File: src/rtl/chnlnk_frame_packer.sv
// -----------------------------------------------------------------------------
// chnlnk_frame_packer
//
// Packs the frame sequencer's per-sample word stream into a registered 16-bit
// 8b/10b-ready word stream for the optical transmitter. Each frame carries data
// words 0..95, then a status word (96), a running checksum (97) and a trailer
// (98). Gaps and inter-frame time are filled with idle commas. Sequence
// continuity is checked; frames and events are counted.
//
// Ports:
//   clk       in   1   system clock, rising edge
//   rst_n     in   1   asynchronous active-low reset
//   din       in  16   data word, qualified by valid
//   valid     in   1   a word is presented this cycle
//   seq       in   7   word index within the frame (0..98)
//   clr_crc   in   1   start-of-frame pulse: clears checksum and index
//   last_wrd  in   1   end-of-event pulse
//   clr_err   in   1   synchronous clear of seq_err
//   tx_data   out 16   output word (registered)
//   tx_k      out  2   K-character flags per byte, bit0 = low byte
//   frm_done  out  1   pulse in the cycle the trailer is output
//   seq_err   out  1   sticky sequence-error flag
//   frm_cnt   out  7   frames sent in the current event
//   evt_cnt   out 12   events completed (wraps)
// -----------------------------------------------------------------------------
module chnlnk_frame_packer (
    input  logic        clk,
    input  logic        rst_n,
    input  logic [15:0] din,
    input  logic        valid,
    input  logic [6:0]  seq,
    input  logic        clr_crc,
    input  logic        last_wrd,
    input  logic        clr_err,
    output logic [15:0] tx_data,
    output logic [1:0]  tx_k,
    output logic        frm_done,
    output logic        seq_err,
    output logic [6:0]  frm_cnt,
    output logic [11:0] evt_cnt
);

    localparam logic [15:0] IDLE_WORD = 16'h50BC;
    localparam logic [15:0] TRL_WORD  = 16'hFCF7;
    localparam logic [15:0] EOE_WORD  = 16'hF7F7;
    localparam logic [1:0]  K_IDLE    = 2'b01;
    localparam logic [1:0]  K_NONE    = 2'b00;
    localparam logic [1:0]  K_BOTH    = 2'b11;

    typedef enum logic [0:0] {
        ST_IDLE  = 1'b0,
        ST_FRAME = 1'b1
    } state_t;

    state_t      state_q,    state_d;
    logic [6:0]  exp_q,      exp_d;
    logic [15:0] csum_q,     csum_d;
    logic [15:0] tx_data_q,  tx_data_d;
    logic [1:0]  tx_k_q,     tx_k_d;
    logic        frm_done_q, frm_done_d;
    logic        seq_err_q,  seq_err_d;
    logic [6:0]  frm_cnt_q,  frm_cnt_d;
    logic [11:0] evt_cnt_q,  evt_cnt_d;
    logic        err_set;

    // Rotate-left-by-one then XOR in the new word.
    function automatic logic [15:0] csum_step(input logic [15:0] c, input logic [15:0] w);
        return {c[14:0], c[15]} ^ w;
    endfunction

    function automatic logic [15:0] status_word(input logic err, input logic [6:0] cnt);
        return {4'hD, err, 4'b0000, cnt};
    endfunction

    // Next-state and next-output logic. Priority: clr_crc, then last_wrd,
    // then valid; a lower-priority input coincident with a higher one is dropped.
    always_comb begin
        state_d    = state_q;
        exp_d      = exp_q;
        csum_d     = csum_q;
        tx_data_d  = IDLE_WORD;
        tx_k_d     = K_IDLE;
        frm_done_d = 1'b0;
        frm_cnt_d  = frm_cnt_q;
        evt_cnt_d  = evt_cnt_q;
        err_set    = 1'b0;

        if (clr_crc) begin
            csum_d  = 16'h0000;
            exp_d   = 7'd0;
            state_d = ST_IDLE;
            // Restarting a frame that already accepted words is an abort.
            if (state_q == ST_FRAME && exp_q != 7'd0) begin
                err_set = 1'b1;
            end
        end else if (last_wrd) begin
            tx_data_d = EOE_WORD;
            tx_k_d    = K_BOTH;
            evt_cnt_d = evt_cnt_q + 12'd1;
            frm_cnt_d = 7'd0;
            if (state_q == ST_FRAME) begin
                err_set = 1'b1;
                state_d = ST_IDLE;
                exp_d   = 7'd0;
            end
        end else if (valid) begin
            if (state_q == ST_IDLE) begin
                if (seq == 7'd0) begin
                    tx_data_d = din;
                    tx_k_d    = K_NONE;
                    csum_d    = csum_step(csum_q, din);
                    exp_d     = 7'd1;
                    state_d   = ST_FRAME;
                end else begin
                    err_set = 1'b1;
                end
            end else if (seq != exp_q) begin
                // Discontinuity: discard the rest of the frame until the next seq 0.
                err_set = 1'b1;
                state_d = ST_IDLE;
                exp_d   = 7'd0;
            end else begin
                exp_d = exp_q + 7'd1;
                case (exp_q)
                    7'd96: begin
                        tx_data_d = status_word(seq_err_q, frm_cnt_q);
                        tx_k_d    = K_NONE;
                        csum_d    = csum_step(csum_q, status_word(seq_err_q, frm_cnt_q));
                    end
                    7'd97: begin
                        tx_data_d = csum_q;
                        tx_k_d    = K_NONE;
                    end
                    7'd98: begin
                        tx_data_d  = TRL_WORD;
                        tx_k_d     = K_BOTH;
                        frm_done_d = 1'b1;
                        frm_cnt_d  = frm_cnt_q + 7'd1;
                        state_d    = ST_IDLE;
                        exp_d      = 7'd0;
                    end
                    default: begin
                        tx_data_d = din;
                        tx_k_d    = K_NONE;
                        csum_d    = csum_step(csum_q, din);
                    end
                endcase
            end
        end

        // A new error in the same cycle wins over the clear.
        seq_err_d = err_set | (seq_err_q & ~clr_err);
    end

    // Output and state registers
    always_ff @(posedge clk or negedge rst_n) begin
        if (!rst_n) begin
            state_q    <= ST_IDLE;
            exp_q      <= 7'd0;
            csum_q     <= 16'h0000;
            tx_data_q  <= IDLE_WORD;
            tx_k_q     <= K_IDLE;
            frm_done_q <= 1'b0;
            seq_err_q  <= 1'b0;
            frm_cnt_q  <= 7'd0;
            evt_cnt_q  <= 12'd0;
        end else begin
            state_q    <= state_d;
            exp_q      <= exp_d;
            csum_q     <= csum_d;
            tx_data_q  <= tx_data_d;
            tx_k_q     <= tx_k_d;
            frm_done_q <= frm_done_d;
            seq_err_q  <= seq_err_d;
            frm_cnt_q  <= frm_cnt_d;
            evt_cnt_q  <= evt_cnt_d;
        end
    end

    assign tx_data  = tx_data_q;
    assign tx_k     = tx_k_q;
    assign frm_done = frm_done_q;
    assign seq_err  = seq_err_q;
    assign frm_cnt  = frm_cnt_q;
    assign evt_cnt  = evt_cnt_q;

endmodule

File: config.mk
export PLATFORM = sky130hd
export DESIGN_NAME = chnlnk_frame_packer
export DESIGN_NICKNAME = d
export VERILOG_FILES = /design/src/rtl/chnlnk_frame_packer.sv
export SDC_FILE = /design/constraint.sdc
export NUM_CORES = 1
export LEC_CHECK = 0
export ABC_AREA = 0
export CELL_PAD_IN_SITES_DETAIL_PLACEMENT = 0
export CELL_PAD_IN_SITES_GLOBAL_PLACEMENT = 1
export CORE_ASPECT_RATIO = 2
export CORE_MARGIN = 5
export CORE_UTILIZATION = 40
export CTS_CLUSTER_DIAMETER = 200
export DETAILED_ROUTE_END_ITERATION = 10
export PLACE_DENSITY = 0.88
export SLEW_MARGIN = 20
export SYNTH_ARGS = -nofsm -noshare
export SYNTH_HDL_FRONTEND = slang
export SYNTH_SLANG_ARGS = --single-unit
File: constraint.sdc
create_clock -name clk -period 3.5 [get_ports clk]
set_input_delay 0.875 -clock clk [delete_from_list [all_inputs] [get_ports clk]]
set_output_delay 0.875 -clock clk [all_outputs]
set_load 0.03 [all_outputs]
======== Yosys cells after proc, flatten, opt, wreduce, memory -nomap -nowiden ========
Cells that the tools add are included.
cells by class
  reductions and logical operators ........ 14
  add/sub/neg operators ................... 3
  eq/ne operators ......................... 9
  bitwise logic cells ..................... 6
  multiplexer cells ....................... 55
operators by type and width
  operator                                                                 number
  16-bit two-way mux                                                       12
  7-bit two-way mux                                                        13
  16-bit one-hot mux with 3 select lines                                   1
  16-bit one-hot mux with 2 select lines                                   1
  16-bit XOR                                                               2
  1-bit two-way mux                                                        22
  7-bit == test, second input constant                                     3
  7-bit by 1-bit adder with 7-bit output, second input constant            2
  12-bit by 1-bit adder with 12-bit output, second input constant          1
  2-bit two-way mux                                                        6
  5-bit AND reduction                                                      2
  2-bit nonzero test                                                       4
  7-bit zero test                                                          1
  7-bit inequality test                                                    1
  7-bit nonzero test                                                       1
  3-bit inequality test, second input constant                             2
  3-bit nonzero test                                                       2
  2-bit inequality test, second input constant                             2
  3-bit by 2-bit inequality test with 1-bit output, second input constant  1
  3-bit AND reduction                                                      1
  1-bit inverter                                                           2
  2-bit AND reduction                                                      1
  2-bit OR reduction                                                       1
  1-bit bitwise AND                                                        1
  2 further kinds                                                          2
storage, ports and cells
  word-level logic and storage cells ...... 96
  input port bits ......................... 29
  register bits after elaboration ......... 63

======== Longest topological paths before layout ========
Gate-level depths: netlist of the first run.
  word-level depth ........................ 8
  depth in mapped cells ................... 8

======== Worst setup path after synthesis of the first run ========
Ideal clock, no wire load.
  kind .................................... input to register
  start ................................... in seq[3]
  end ..................................... reg csum_q[10]
  path slack .............................. 1.145 ns
  cell stages on the path ................. 7
  data arrival time ....................... 2.290 ns
  setup time .............................. 0.065 ns
  cells stage by stage .................... nor4_2 > a21oi_1 > or3_1 > clkbuf_1 > a21oi_4 > buf_4 > a22o_1
between the ends
  word-level cells in the longest chain between the ends .. 3
  elaborated cells on any way between the ends .. 5
  those cells by class .................... 2 x eq/ne; 3 x reduce/logical
ends and longest elaborated chain
  element                                                                       line      text
  from (decl)                                                                   31        input logic [6:0] seq,
  7-bit inequality test / 7-bit zero test (equally long branches)               117, 108
  3-bit inequality test (no line) / 3-bit nonzero test (equally long branches)  n/a
  5-bit AND reduction (no line) *                                               n/a
  to (signal assigned)                                                          170       csum_q <= csum_d;
  to (decl)                                                                     57        logic [15:0] csum_q, csum_d;
Every way passes the cells marked *; elsewhere a longest branch is shown, timed or not.
A chain may end at the register's enable or synchronous reset.

======== Worst setup path in the final report of the first run ========
  start ................................... in seq[3]
  end ..................................... reg csum_q[13]
The elaborated chain is that of the path after synthesis.

==> run metrics, run 1 <==
Mapped Area=3500 um^2; CTS H-tree lvls=3; port bufs=67; r2r startpoint=exp_q[3]; Max-Cap Viols=0; min-delay worst type=reg -> reg; area growth from synthesis to layout=31.6%; GR Overflow Total=0; vias in the first global route=3069; Num Clock Sinks=63; minimum clock period=2730 ps; most common cell after layout, fill and taps aside=clkdlybuf4s50_1; Crit Path Category=in -> reg; worst slack at placement=445 ps; layout cells sized above 1=0.106; #FFs+latches synth=63; slew margin rel.=0.462; n_diodes=0; Initial Util=0.408; routed vias=2957; Initial DRC Count=198; Fmax achieved=366 MHz; WL met2=5330 um; post-synth net total=369; post-synthesis sequential area ratio=0.453; Placer Congestion=0.916; reg2reg path depth=5; Slew Limit Fails=0; CTS root buf=clkbuf_16; GRT Resource Usage Total=0.189; CTS Hold Bufs=0; Die Area=10800 um^2; worst skew pair latency=330 ps; initial antenna violation count=0; Syn Inst Count=334; Die Y=142 um; Hold EP=evt_cnt[11]; Synthesis Warnings=0; DR vias/cell=5.84; worst slew pin tran=807 ps; Detailed Routing Iterations Pass 1=6; dpl cells=490; P_leak=1.87 nW; Antenna Nets Post-Route=0; status=completed; Num CTS Buffers=9; first-pass GRT wire length=16200 um; Clock transition at path regs=60 ps; Peak supply drop=0.295 mV; R2R Setup Slk=1070 ps; EDFF count, synth=0; most frequent cells in the layout=66 x clkdlybuf4s50_1, 55 x dfrtp_1, 32 x xnor2_1; crit share post-route=0.781; # setup viols final=0; TNS Setup=0 ps; post-cts resize count=0; PwrDens=479 nW/um^2; clk buf depth=2; # IOs=68; Setup crit start=seq[3]; DR WL met3=513 um; ys async rst share=1.00; WHS=470 ps; post-DP HPWL=7270 um; Final Hold Fails=0; Avg Inst Size Synth=10.5 um^2; ys flop type=dfrtp_1; Layout Nets=436; Final Skew=6.66 ps; critical path required time=3760 ps; capturing point of the worst reg2reg path=csum_q[11]; Hold Path Depth=1; DRC=0; Chip Width=76.2 um; WL/cell=19.4 um; Max Used Layer=met4; CTS tree=done; Hold Startpoint=evt_cnt[11]; CP endpoint kind=flip-flop; largest net degree at the start of global routing=64; CP Data Arrival Time=3000 ps; unrepaired setup endpoints after global routing=no; met1 WL=3550 um; core area=8590 um^2; CP Max Fanout=16; Startpoint Class=input pin; Finished Layout Cells=506; distinct cell type count after synthesis=55; Worst Setup Slack, final=766 ps; postcts setup bufs=0; Core Rows=48; final WL=9800 um
[metrics by stage]
step                      utilization  instance area, um^2  total power [W]
after CTS                       0.537                 4610          0.00223
after detailed placement        0.494                 4240          0.00112
after global placement          0.494                 4240          0.00111
final                           0.537                 4610          0.00221
after global routing            0.537                 4610          0.00229
after floorplan                     -                 3500         0.000963
[worst max-delay path by stage]
stage | to | cells past startpoint
CTS | csum_q[5] | 6
global placement | csum_q[3] | 6
finish | csum_q[13] | 6
detailed placement | csum_q[2] | 6
floorplan | csum_q[10] | 7
global route | csum_q[5] | 6
[critical path, stage by stage]
cell and delay [ps]:
clkdlybuf4s50_1 460, nor4_2 340, a21oi_1 170, or3_1 520, a21oi_4 440, a22o_1 200
[where the power goes]
| part | switching (W) | internal [W] | leakage, nW |
|---|---|---|---|
| Sequential | 0.0000415 | 0.000765 | 0.834 |
| Combinational | 0.000162 | 0.000132 | 0.863 |
| Clock | 0.000338 | 0.000770 | 0.172 |
| Total | 0.000542 | 0.00167 | 1.87 |
[layer usage]
layer  vias up  global-route usage
li1       1367                   -
met1      1450               0.206
met2       111               0.336
met3        29              0.0361
met4         0               0.107
met5         -                   0
[cell families after synthesis]
kind of cell    after synthesis  synth area share
fa+ha+maj                     6            0.0214
xor+xnor                     34            0.0850
simple gates                104             0.178
compound gates               93             0.199
buf+inv                      24            0.0357
mux                          10            0.0286
flops                        63             0.453
[flip-flops by register name, indices dropped and copies added (netlist names)]
signal and cells:
csum_q 16, tx_data 16, evt_cnt 12, exp_q 7
frm_cnt 7, tx_k 2, frm_done 1, seq_err 1
state_q 1
[Yosys cell counts (4+ instances only)]
master,count,area (um^2)
or3_1,4,25.0
buf_4,4,30.0
nand4_1,7,43.8
and3_1,10,62.6
dfstp_2,8,210
a221oi_1,7,61.3
nand2_1,24,90.1
o21ai_0,16,80.1
nand3_1,8,40.0
a22o_1,22,193
buf_2,4,20.0
a21oi_1,16,80.1
a21o_1,4,30.0
o31ai_1,6,45.0
nor3_1,4,20.0
xnor2_1,32,280
dfrtp_1,55,1380
inv_1,7,26.3
nor2b_1,7,43.8
ha_1,6,75.1
nor2_1,17,63.8
clkbuf_1,7,26.3
mux2i_1,10,100
[final cells by class]
class | count | area, um^2
inverters | 7 | 26.3
flip-flops and latches | 63 | 1590
repair buffers | 73 | 711
clock buffers | 9 | 225
well taps | 100 | 125
fillers | 766 | 3980
multi-input cells | 247 | 1790
clock inverters | 7 | 144
Note: power is estimated with default switching activity, not from simulation.
==> run 2, diff against run 1 <==
- CORE_UTILIZATION: 40 -> 36
- PLACE_DENSITY: 0.88 -> 0.84
- clock period: 3.5 -> 2.4 ns (I/O delays scaled with it)
==> run metrics, run 2 (same netlist as run 1, synthesis figures left out) <==
Num CTS Buffers=9; CTS Hold Bufs=0; # setup viols final=0; Pwr Total=0.00289 W; CTS tree=done; Layout Nets=473; Peak supply drop=0.400 mV; clk buf depth=2; postcts setup bufs=0; Clock transition at path regs=50 ps; CP Max Fanout=5; register area=1590 um^2; Buf/Inv on CP=1; Die Y=150 um; worst slew pin tran=631 ps; Placer Congestion=0.880; CP Data Arrival Time=2510 ps; most common cell after layout, fill and taps aside=clkdlybuf4s50_1; Initial DRC Count=175; Die Area=11900 um^2; crit path cell chain=clkdlybuf4s50_1 -> nor4_2 -> a21oi_1 -> or3_1 -> a21o_1 -> a221o_1; multi-input logic area=1790 um^2; PwrDens=591 nW/um^2; Fmax achieved=442 MHz; final-layout fill cell count=870; post-DP HPWL=7860 um; port bufs=67; WHS=262 ps; Crit-path slowest cell=or3_1; Largest stage delay, worst path=490 ps; layout cells sized above 1=0.176; final WL=10200 um; Crit Path Category=in -> reg; min-delay worst type=in -> async; critical path required time=2650 ps; TNS Setup=0 ps; crit share post-route=0.942; initial antenna violation count=0; Max-Cap Viols=0; most frequent cells in the layout=66 x clkdlybuf4s50_1, 55 x dfrtp_1, 40 x buf_4; Detailed Routing Iterations Pass 1=4; post-cts resize count=0; crit-path leading delay family=simple AND/OR/NAND/NOR gates; Initial Util=0.364; core area=9640 um^2; Final Hold Fails=0; largest net degree at the start of global routing=64; area growth from synthesis to layout=39.5%; DR vias/cell=5.41; Chip Width=79.8 um; Slew Limit Fails=0; Core Rows=51; Num Clock Sinks=63; Startpoint Class=input pin; WL/cell=17.7 um; Final Skew=7.09 ps; P_leak=2.03 nW; n_diodes=0; vias in the first global route=3295; worst skew pair latency=330 ps; unrepaired setup endpoints after global routing=no; first-pass GRT wire length=16600 um; # IOs=68; DRC=0; GRT Resource Usage Total=0.181; routed vias=3104; GR Overflow Total=0; status=completed; post-layout util=0.507; slew margin rel.=0.576; minimum clock period=2260 ps; Antenna Nets Post-Route=0; CTS H-tree lvls=3; CTS root buf=clkbuf_16; CP endpoint kind=flip-flop
run 2: metal layers:
metal | vias to the layer above | GRT usage | part of all wire
li1 | 1442 | - | -
met1 | 1530 | 0.190 | 0.37
met2 | 101 | 0.331 | 0.55
met3 | 31 | 0.0325 | 0.042
met4 | 0 | 0.102 | 0.040
met5 | - | 0 | 0
run 2: worst reg2reg max path, delay by kind of cell (launching register included):
family / cells / cell delay, ps
AO/OA/AOI/OAI: 3 / 590
adder cells (fa/ha/maj): 1 / 300
buffers and inverters: 1 / 130
flip-flops: 1 / 450
AND/OR/NAND/NOR: 1 / 600
run 2: path summary, 6_finish.rpt:
| kind | startpoint | to | slack, ps | cells after the start |
|---|---|---|---|---|
| max | seq[4] | tx_data[12] | 140 | 6 |
| min | rst_n | exp_q[3] | 260 | 2 |
| max in group asynchronous | rst_n | tx_data[4] | 1800 | 2 |
| min in group clk | evt_cnt[11] | evt_cnt[11] | 470 | 1 |
| max reg2reg | exp_q[1] | seq_err | 200 | 6 |
| min reg2reg | evt_cnt[11] | evt_cnt[11] | 470 | 1 |
run 2: cell type report:
cell class / instances / area share
clock buffer: 11 / 0.0497
clock inverter: 4 / 0.00973
inverter: 7 / 0.00538
multi-input combinational: 247 / 0.367
sequential: 63 / 0.325
tap: 132 / 0.0338
timing repair buffer: 110 / 0.210
run 2: metrics by stage:
stage	std cells	cell area, um^2	worst slack, ps
4_1_cts	574	4890	151
2_1_floorplan	334	3500	320
5_1_grt	574	4890	41.0
3_3_place_gp	559	4600	-151
3_5_place_dp	559	4600	-189
6_report	574	4890	139
run 2: power breakdown:
part,switching (W),internal [W]
registers,0.0000614,0.00112
clock network,0.000449,0.000822
logic,0.000235,0.000206
